## src/rtl/task_1.sv

```systemverilog
// rtl/task_1.sv - three-lamp traffic-light Moore controller (RED -> GREEN -> YELLOW)
// Optional RED_YELLOW phase between RED and GREEN when TASK1_RED_YELLOW_EN is defined.
module task_1 #(
   parameter int RED_CYCLES        = 5,
   parameter int GREEN_CYCLES      = 4,
   parameter int YELLOW_CYCLES     = 2,
   parameter int RED_YELLOW_CYCLES = 1,
   parameter int CNT_W             = 8
) (
   input  logic i_w_clk,
   input  logic i_w_reset,
   output logic o_w_red,
   output logic o_w_yellow,
   output logic o_w_green
);

   typedef enum logic [1:0] {
      RED        = 2'd0,
      GREEN      = 2'd1,
      YELLOW     = 2'd2,
      RED_YELLOW = 2'd3
   } state_t;

   localparam longint MAX_DUR = (longint'(1) << CNT_W) - 1;

   // A duration of 0 behaves as 1 so no phase is ever skipped.
   function automatic logic [CNT_W-1:0] last_of(input int cycles);
      return (cycles <= 1) ? '0 : CNT_W'(cycles - 1);
   endfunction

   localparam logic [CNT_W-1:0] RED_LAST    = last_of(RED_CYCLES);
   localparam logic [CNT_W-1:0] GREEN_LAST  = last_of(GREEN_CYCLES);
   localparam logic [CNT_W-1:0] YELLOW_LAST = last_of(YELLOW_CYCLES);

   if (longint'(RED_CYCLES) > MAX_DUR) begin : g_red_range
      $error("RED_CYCLES exceeds 2**CNT_W-1");
   end
   if (longint'(GREEN_CYCLES) > MAX_DUR) begin : g_green_range
      $error("GREEN_CYCLES exceeds 2**CNT_W-1");
   end
   if (longint'(YELLOW_CYCLES) > MAX_DUR) begin : g_yellow_range
      $error("YELLOW_CYCLES exceeds 2**CNT_W-1");
   end

`ifdef TASK1_RED_YELLOW_EN
   localparam logic [CNT_W-1:0] RY_LAST = last_of(RED_YELLOW_CYCLES);
   if (longint'(RED_YELLOW_CYCLES) > MAX_DUR) begin : g_ry_range
      $error("RED_YELLOW_CYCLES exceeds 2**CNT_W-1");
   end
`endif

   logic [1:0]       state;
   logic [1:0]       state_d;
   logic [1:0]       phase_next;
   logic [CNT_W-1:0] cnt;
   logic [CNT_W-1:0] cnt_d;
   logic [CNT_W-1:0] phase_last;
   logic             legal;

   always_comb begin
      legal      = 1'b1;
      phase_last = RED_LAST;
      phase_next = GREEN;
      case (state)
         RED: begin
            phase_last = RED_LAST;
`ifdef TASK1_RED_YELLOW_EN
            phase_next = RED_YELLOW;
`else
            phase_next = GREEN;
`endif
         end
         GREEN: begin
            phase_last = GREEN_LAST;
            phase_next = YELLOW;
         end
         YELLOW: begin
            phase_last = YELLOW_LAST;
            phase_next = RED;
         end
`ifdef TASK1_RED_YELLOW_EN
         RED_YELLOW: begin
            phase_last = RY_LAST;
            phase_next = GREEN;
         end
`endif
         default: legal = 1'b0;
      endcase

      // >= rather than == so a corrupted counter still ends the phase.
      if (!legal) begin
         state_d = RED;
         cnt_d   = '0;
      end else if (cnt >= phase_last) begin
         state_d = phase_next;
         cnt_d   = '0;
      end else begin
         state_d = state;
         cnt_d   = cnt + 1'b1;
      end
   end

   always_ff @(posedge i_w_clk or negedge i_w_reset) begin
      if (!i_w_reset) begin
         state      <= RED;
         cnt        <= '0;
         o_w_red    <= 1'b1;
         o_w_yellow <= 1'b0;
         o_w_green  <= 1'b0;
      end else begin
         state      <= state_d;
         cnt        <= cnt_d;
         o_w_red    <= (state_d == RED) || (state_d == RED_YELLOW);
         o_w_yellow <= (state_d == YELLOW) || (state_d == RED_YELLOW);
         o_w_green  <= (state_d == GREEN);
      end
   end

endmodule

```

## config.mk

```make
export PLATFORM = sky130hd
export DESIGN_NAME = task_1
export DESIGN_NICKNAME = d
export VERILOG_FILES = /design/src/rtl/task_1.sv
export SDC_FILE = /design/constraint.sdc
export NUM_CORES = 1
export LEC_CHECK = 0
export BUFFER_PORTS_ARGS = -buffer_cell sky130_fd_sc_hd__clkbuf_2
export CORE_UTILIZATION = 42
export CTS_CLUSTER_DIAMETER = 150
export DETAILED_ROUTE_END_ITERATION = 16
export MAX_ROUTING_LAYER = met4
export SYNTH_ARGS = -nofsm -noshare
export SYNTH_HDL_FRONTEND = slang
export SYNTH_SLANG_ARGS = --single-unit
```

## constraint.sdc

```tcl
create_clock -name i_w_clk -period 4.4 [get_ports i_w_clk]
set_clock_uncertainty 0.2 [all_clocks]
set_input_delay 0.88 -clock i_w_clk [delete_from_list [all_inputs] [get_ports i_w_clk]]
set_output_delay 0.88 -clock i_w_clk [all_outputs]
set_load 0.05 [all_outputs]
```

[Word level (Yosys, flattened, before mapping)]
Index checks and enable logic that the tools add are counted.
W data, S select, Z words.
Storage, ports and cells
  register bits: 13
  word-level logic and storage cells: 24
Operators by class
  $add $sub $neg: 1
  order comparisons: 1
  equal/unequal tests: 5
  muxes and demuxes: 7
  reductions and logical operators: 5
Operators by type and width (number)
  $mux W8: 2
  $add A8 B1 Y8 const B: 1
  $ge A8 B8 Y1: 1
  $eq A2 B2 Y1 const B: 3
  $pmux W3 S2: 1
  $eq A2 B1 Y1 const B: 2
  $logic_not A2 Y1: 2
  $mux W2: 2
  $pmux W2 S2: 1
  $reduce_or A3 Y1: 1
  $logic_or A1 B1 Y1: 2
  $mux W1: 1

[Depth between registers and ports, before layout]
Gate-level depths: netlist of the first run.
  word-level depth: 7
  mapped depth: 9

[Least setup slack after synthesis of the first run]
No wires, ideal clock.
  path type: register to register
  start: register state[0]
  end: register o_w_yellow
  data arrival time: 2.243 ns
  data required time: 4.073 ns
  setup slack: 1.830 ns
  cell stages (with the launch flop): 9
  path buffers: 0
  clock period less this slack: 2.570 ns
  cells stage by stage: dfrtp_1 -> ha_1 -> inv_1 -> ha_1 -> nor3b_1 -> o211a_4 -> mux2_4 -> ha_1 -> or2_2
Between the ends
  word-level cells in the longest chain between the ends: 7
  elaborated cells between the ends (all ways): 13
  classes of those cells: order compare: 1; eq/ne: 4; mux: 5; reduce/logical: 3
RTL lines
  from (decl): line 52  | logic [1:0] state;
  from (signal assigned): line 111  | state <= state_d;
  $eq A2 B2 Y1 or $eq A2 B1 Y1 (tied branches): line 64  | case (state)
  $pmux W3 S2: line 64
  $ge A8 B8 Y1: line 94  | end else if (cnt >= phase_last) begin
  $mux W2: line 94
  $mux W2 *: line 91  | if (!legal) begin
  named net state_d[1]: line 53  | logic [1:0] state_d;
  $eq A2 B2 Y1: line 114  | o_w_yellow <= (state_d == YELLOW) || (state_d == RED_YELLOW);
  $logic_or A1 B1 Y1 *: line 114
  to (signal assigned): line 114
  to (decl): line 13  | output logic o_w_yellow,
Mark *: on every way through the listed nets, which the timed path passes. The rest lies on a longest branch.

[Worst setup path in the final report of the first run]
Same ends and word-level chain as after synthesis.

==> metrics.md, run 1 <==
| Metric | Value |
|---|---|
| Clk pwr share | 15.5% |
| Post-synthesis cell area | 643 um2 |
| # diodes | 0 |
| Number of detailed-route iterations in the first pass | 3 |
| WP data required | 4.35 ns |
| CP most frequent cell | ha_1 |
| Peak supply drop | 0.000395 V |
| Drt via density | 4.71 |
| Initial antenna violation count | 0 |
| Synth Instances | 50 |
| Sequential share of the synthesized area | 50.8% |
| Hold Path Class | input pin to async pin |
| Unrepaired setup endpoints after global routing | false |
| # port buffers | 4 |
| CTS H-Tree Depth | 1 |
| Switching share of total power | 41.0% |
| CORE AREA | 1370 um2 |
| Crit path DAT | 2.68 ns |
| CTS tree | yes |
| DIE AREA | 1690 um2 |
| Async SR Flop Fraction | 100% |
| Int Pwr | 267 uW |
| CTS root buf | clkbuf_4 |
| Crit Path Max Fanout | 4 |
| Final Critical Period | 2.73 ns |
| CP cell instances | ha_1 -> inv_1 -> ha_1 -> nor3b_1 -> o211a_4 -> mux2_4 -> ha_1 -> or2_2 |
| Post-CTS setup buffer count | 0 |
| Total number of vias | 353 |
| Sw Pwr | 186 uW |
| # rows | 13 |
| Final instance area | 716 um2 |
| Critical path startpoint category | flop |
| Num ports | 5 |
| Average cell area after synthesis | 12.9 um2 |
| Hold-fix buffers at CTS | 0 |
| Die height | 41.1 um |
| Post-Route WL | 880 um |
| Post-route total power | 452 uW |
| Final setup violation count | 0 |
| Post-route ant nets | 0 |
| Comb pwr share | 48.8% |
| Clock sinks | 13 |
| Period utilization | 62.0% |
| Overall Global Routing Usage | 14.0% |
| Worst-Skew Late Latency | 0.27 ns |
| Post-CTS sizing | 0 |
| Synth warn | 0 |
| Crit path kind | flop to flop |
| CTS buffer count | 3 |
| Initial drt markers | 4 |
| Largest net degree at the start of global routing | 14 |
| Clk buf depth | 2 |
| Aggregate global routing overflow | 0 |
| Number of synthesized flops with an enable pin | 0 |
| Max-Cap Viols | 0 |
| DP Area | 689 um2 |
| Status | finished clean |
| First-pass GRT wire length | 1390 um |
| WL/cell | 11.7 um |
| Yosys cell types | 20 |
| Slowest cell on crit path | dfrtp_1 |
| Post-route setup slack | 1.67 ns |
| Layout cell share with drive strength beyond 1 | 21.7% |
| Register bit total from synthesis | 13 |
| Final core occ | 52.4% |
| Seq pwr share | 35.7% |
| Reg clk slew, reported paths | 0.07 ns |
| Placer Congestion | 0.607 |
| Final TNS setup | 0 ns |
| Initial Util | 47.1% |
| Max Fclk | 0.366 GHz |
| Setup crit end kind | flop |
| # DRC | 0 |
| Dpl ws | 1.71 ns |
| Top_reg_cell synth | dfrtp_1 |
| Die X | 41.1 um |
| PD cells | 632 nW/um2 |
| Lkg Pwr | 0.348 nW |
| Number of nets in the layout | 72 |
| Number of global-route vias before repair | 330 |
| Area Growth Syn to Fin | 11.3% |
| Critical Path Max Stage Delay | 0.40 ns |
| DP HPWL | 646 um |
| Final Max Tran Viols | 0 |
| Final hold viol count | 0 |
==> path summary, 6_finish.rpt <==
kind / startpoint / end / slack, ns / cells after the start
hold / removal: i_w_reset / cnt[1] / 0.29 / 1
max in group asynchronous: i_w_reset / o_w_red / 3.42 / 1
setup / recovery: state[0] / o_w_yellow / 1.67 / 8
min in group i_w_clk: cnt[0] / cnt[0] / 0.31 / 1
setup reg to reg: state[0] / o_w_yellow / 1.67 / 8
hold reg to reg: cnt[0] / cnt[0] / 0.31 / 1
==> synth_stat cells, types with 2 or more instances <==
cell type  count  area share, %
dfrtp_1       12             47
ha_1           9             18
inv_1          4            2.3
mux2_4         2            4.7
mux2i_1        2            3.1
nor2_1         4            2.3
nor3_1         3            2.3
nor3b_1        2            2.3
==> power groups by stage <==
stage	clock network, mW	registers, mW	logic [mW]
after floorplan	0	0.208	0.129
after global placement	0	0.162	0.217
after detailed placement	0	0.164	0.218
after CTS	0.0750	0.162	0.224
final	0.0702	0.161	0.221
after global routing	0.0784	0.165	0.251
==> sequential cells by signal, indices dropped and copies added (netlist names) <==
register,flops
o_w_red,1
o_w_yellow,1
cnt,8
o_w_green,1
state,2
==> metal layers <==
layer	global-route usage, %	up-vias	share of wire, %
met1	17.0	163	53
li1	-	183	-
met2	18.0	5	41
met5	-	-	0
met3	8.15	2	4.0
met4	7.26	0	1.9
==> critical path: cells and delay by family (launching register included) <==
kind / cells / cell delay, ns
fa+ha+maj: 3 / 0.71
simple gates: 2 / 0.61
flops: 1 / 0.40
mux: 1 / 0.33
compound gates: 1 / 0.26
buf+inv: 1 / 0.10
==> cell type report <==
type | instances | area, um2
inverter | 4 | 15.0
fill | 136 | 651
multi-input combinational | 35 | 309
timing repair buffer | 4 | 20.0
sequential | 13 | 327
clock buffer | 4 | 26.3
tap | 15 | 18.8
==> through the flow <==
step / cells / hold slack [ns]
detailed placement: 71 / 0.301
global route: 75 / 0.294
CTS: 75 / 0.288
global placement: 71 / 0.301
floorplan: 53 / 0.265
finish: 75 / 0.287
==> cell families after synthesis <==
| logic type | count (synthesis) | synth area share [%] |
|---|---|---|
| other cells | 1 | 0.583 |
| xor+xnor | 2 | 2.72 |
| compound gates | 3 | 4.67 |
| flops | 13 | 50.8 |
| simple gates | 13 | 13.0 |
| mux | 4 | 7.78 |
| fa+ha+maj | 9 | 17.5 |
| buf+inv | 5 | 2.92 |
==> cell usage in the layout, fill, tap and decap left out <==
master	count
o211ai_1	1
nor2_1	4
ha_1	9
inv_1	4
nor4_4	1
nand3_1	1
conb_1	4
nor3b_1	2
o211a_4	1
or2_2	1
dfstp_2	1
mux2i_1	2
clkbuf_1	1
mux2_4	2
dfrtp_1	12
xnor2_1	1
clkbuf_2	4
o21ai_0	1
clkbuf_4	3
nor2b_1	1
xor2_1	1
nor3_1	3
Power figures use the tool's default switching activity.
==> inputs of run 2 (changes only) <==
- ABC_AREA: unset -> 1
- clock period: 4.4 -> 2.5 ns (I/O delays scaled with it)
==> run 2 against run 1 <==
Against the previous run: utilization fell by 0.89 points; worst setup slack got worse by 1.6 ns; cell area rose by 8.4%; register-to-register slack got worse by 1.6 ns; critical endpoint unchanged; clock-buffer cell count fell by 1; critical path type unchanged.
==> metrics.md, run 2 <==
| Metric | Value |
|---|---|
| Unrepaired setup endpoints after global routing | false |
| Final Critical Period | 2.38 ns (-0.346 ns) |
| Status | finished clean |
| CTS tree | yes |
| Post-synthesis cell area | 679 um2 (+5.6%) |
| Period utilization | 95.3% (+33 points) |
| CP most frequent cell | ha_1 |
| Final TNS setup | 0 ns (unchanged) |
| Synth top area share | 44.2% (-2.5 points) |
| Initial antenna violation count | 0 (unchanged) |
| Min Hold Slack | 0.304 ns (+0.0167 ns) |
| Commonest non-fill, non-tap cell in the layout | dfrtp_1 |
| Layout cell share with drive strength beyond 1 | 28.0% (+6.3 points) |
| Largest Register | cnt |
| Critical Path Max Stage Delay | 0.41 ns (about the same) |
| Num ports | 5 (unchanged) |
| DIE AREA | 1780 um2 (+5.4%) |
| Crit Path Max Fanout | 6 (+2) |
| Max-Cap Viols | 0 (unchanged) |
| Most common cell in the netlist | dfrtp_1 |
| Post-Route WL | 947 um (+7.6%) |
| Largest registers | cnt: 8 flops, state: 2 flops |
| Overall Global Routing Usage | 12.1% (-1.9 points) |
| Setup crit end kind | flop |
| Peak supply drop | 0.000652 V (+65%) |
| Die height | 42.2 um (+2.7%) |
| Largest net degree at the start of global routing | 14 (unchanged) |
| Synth Instances | 62 (+24%) |
| CTS H-Tree Depth | 1 (unchanged) |
| Die X | 42.2 um (+2.7%) |
| # rows | 14 (+1) |
| # DRC | 0 (unchanged) |
| Placer Congestion | 0.757 (+25%) |
| Cell taking the most area after synthesis | dfrtp_1 |
| Number of flip-flops in the largest register | 8 (unchanged) |
| Sequential share of the synthesized area | 48.1% (-2.7 points) |
| Clk buf depth | 2 (unchanged) |
| PD cells | 1130 nW/um2 (+79%) |
| CTS buffer count | 3 (unchanged) |
| CTS root buf | clkbuf_4 |
| Critical path startpoint category | flop |
| Number of synthesized flops with an enable pin | 0 (unchanged) |
| Top_reg_cell synth | dfrtp_1 |
| Initial Util | 45.1% (-2.0 points) |
| Lkg Pwr | 0.419 nW (+20%) |
| # diodes | 0 (unchanged) |
| Number of nets in the layout | 87 (+21%) |
| Max Fclk | 0.420 GHz (+15%) |
| Number of detailed-route iterations in the first pass | 2 (-1) |
| Worst-Skew Late Latency | 0.27 ns (about the same) |
| WL/cell | 10.4 um (-11%) |
| Drt via density | 4.46 (-5.2%) |
| Final setup violation count | 0 (unchanged) |
| First-pass GRT wire length | 1550 um (+12%) |
| HP Start | cnt[0] |
| Final Max Tran Viols | 0 (unchanged) |
| Synth warn | 0 (unchanged) |
| # port buffers | 4 (unchanged) |
| DP HPWL | 742 um (+15%) |
| Slowest cell on crit path | dfrtp_1 |
| Aggregate global routing overflow | 0 (unchanged) |
| Number of global-route vias before repair | 374 (+13%) |
| CORE AREA | 1510 um2 (+10%) |
| CP cell instances | ha_1 -> inv_2 -> ha_1 -> or2_4 -> nor2_8 -> nand2_4 -> nand2_1 -> nand3_1 -> ha_1 -> or2_2 |
| WP data required | 2.46 ns (-1.89 ns) |
| Post-CTS setup buffer count | 0 (unchanged) |
| Hold Path Class | flop to flop |
| Post-route ant nets | 0 (unchanged) |
| Crit path kind | flop to flop |
| Reg clk slew, reported paths | 0.09 ns (+0.02 ns) |
| Crit path DAT | 2.34 ns (-0.34 ns) |
| Yosys cell types | 16 (-20%) |
| Average cell area after synthesis | 11.0 um2 (-15%) |
| Final hold viol count | 0 (unchanged) |
| Initial drt markers | 4 (unchanged) |
| Main area contributors after synthesis | dfrtp_1, ha_1, nor3_2 |
| Register bit total from synthesis | 13 (unchanged) |
| Async SR Flop Fraction | 100% (unchanged) |
| Commonest cells after routing, fill and taps aside | dfrtp_1, ha_1, inv_1, nand2_1, nand3_1 |
| CP Launch Point | state[0] |
| Clock sinks | 13 (unchanged) |
| Commonest cells in the netlist | dfrtp_1, ha_1, inv_1, nand2_1, nand3_1 |
| RR Startpoint | state[0] |
| Total number of vias | 406 (+15%) |
| Area Growth Syn to Fin | 14.2% |
-- run 2: final timing paths --
| check | endpoint | slack (ns) | depth (start not counted) |
|---|---|---|---|
| max | o_w_yellow | 0.12 | 10 |
| min reg2reg | cnt[0] | 0.30 | 1 |
| min in group asynchronous | cnt[4] | 0.45 | 2 |
| max in group asynchronous | o_w_red | 1.35 | 2 |
| min | cnt[0] | 0.30 | 1 |
| max reg2reg | o_w_yellow | 0.12 | 10 |
-- run 2: layer usage --
metal / vias to the layer above / global-route usage (%) / routed length [um] / share of wire [%]
li1: 217 / - / - / -
met1: 185 / 16.6 / 457 / 48
met2: 2 / 17.8 / 465 / 49
met3: 2 / 2.59 / 17 / 1.8
met4: 0 / 3.75 / 6 / 0.63
met5: - / - / 0 / 0
-- run 2: cell families (layout without fill, tap and decap cells) --
logic type	count (synthesis)	count (layout)	share of synthesized area, %
AND/OR/NAND/NOR	26	26	25.8
flip-flops	13	13	48.1
adder cells (fa/ha/maj)	9	9	16.6
buffers and inverters	9	19	4.97
AO/OA/AOI/OAI	2	2	1.47
XOR/XNOR	2	2	2.58
other	1	4	0.552
-- run 2: cell type report --
class | instances | area [um2]
timing repair buffer | 6 | 37.5
clock buffer | 3 | 22.5
inverter | 9 | 33.8
sequential | 13 | 327
fill | 138 | 731
clock inverter | 1 | 5.00
tap | 16 | 20.0
multi-input combinational | 43 | 330
-- run 2: critical path, delay by kind of cell, from the launching register on --
kind | cells | cell delay, ns
fa+ha+maj | 3 | 0.68
simple gates | 6 | 0.92
flops | 1 | 0.41
buf+inv | 1 | 0.06
-- run 2: timing repair --
action                                  in CTS  in global routing
endpoints found under the hold margin       12                  0
endpoints found under the setup margin       0                  1
gates resized for setup                      0                  1
hold buffers                                 1                  0
-- run 2: report_power, final --
group          total (mW)  switching, mW  internal (mW)
sequential          0.282         0.0178          0.264
clock               0.130         0.0713         0.0591
combinational       0.463          0.304          0.160
total               0.875          0.393          0.483
-- run 2: stage by stage --
step	utilization (%)	std cells	power (mW)	setup slack (ns)	instance area, um2
floorplan	-	65	0.640	0.246	691
global placement	49.0	86	0.744	0.0991	738
detailed placement	49.0	86	0.749	0.0965	738
CTS	51.5	91	0.882	0.0818	776
global route	51.5	91	0.947	0.0126	776
finish	51.5	91	0.875	0.117	776
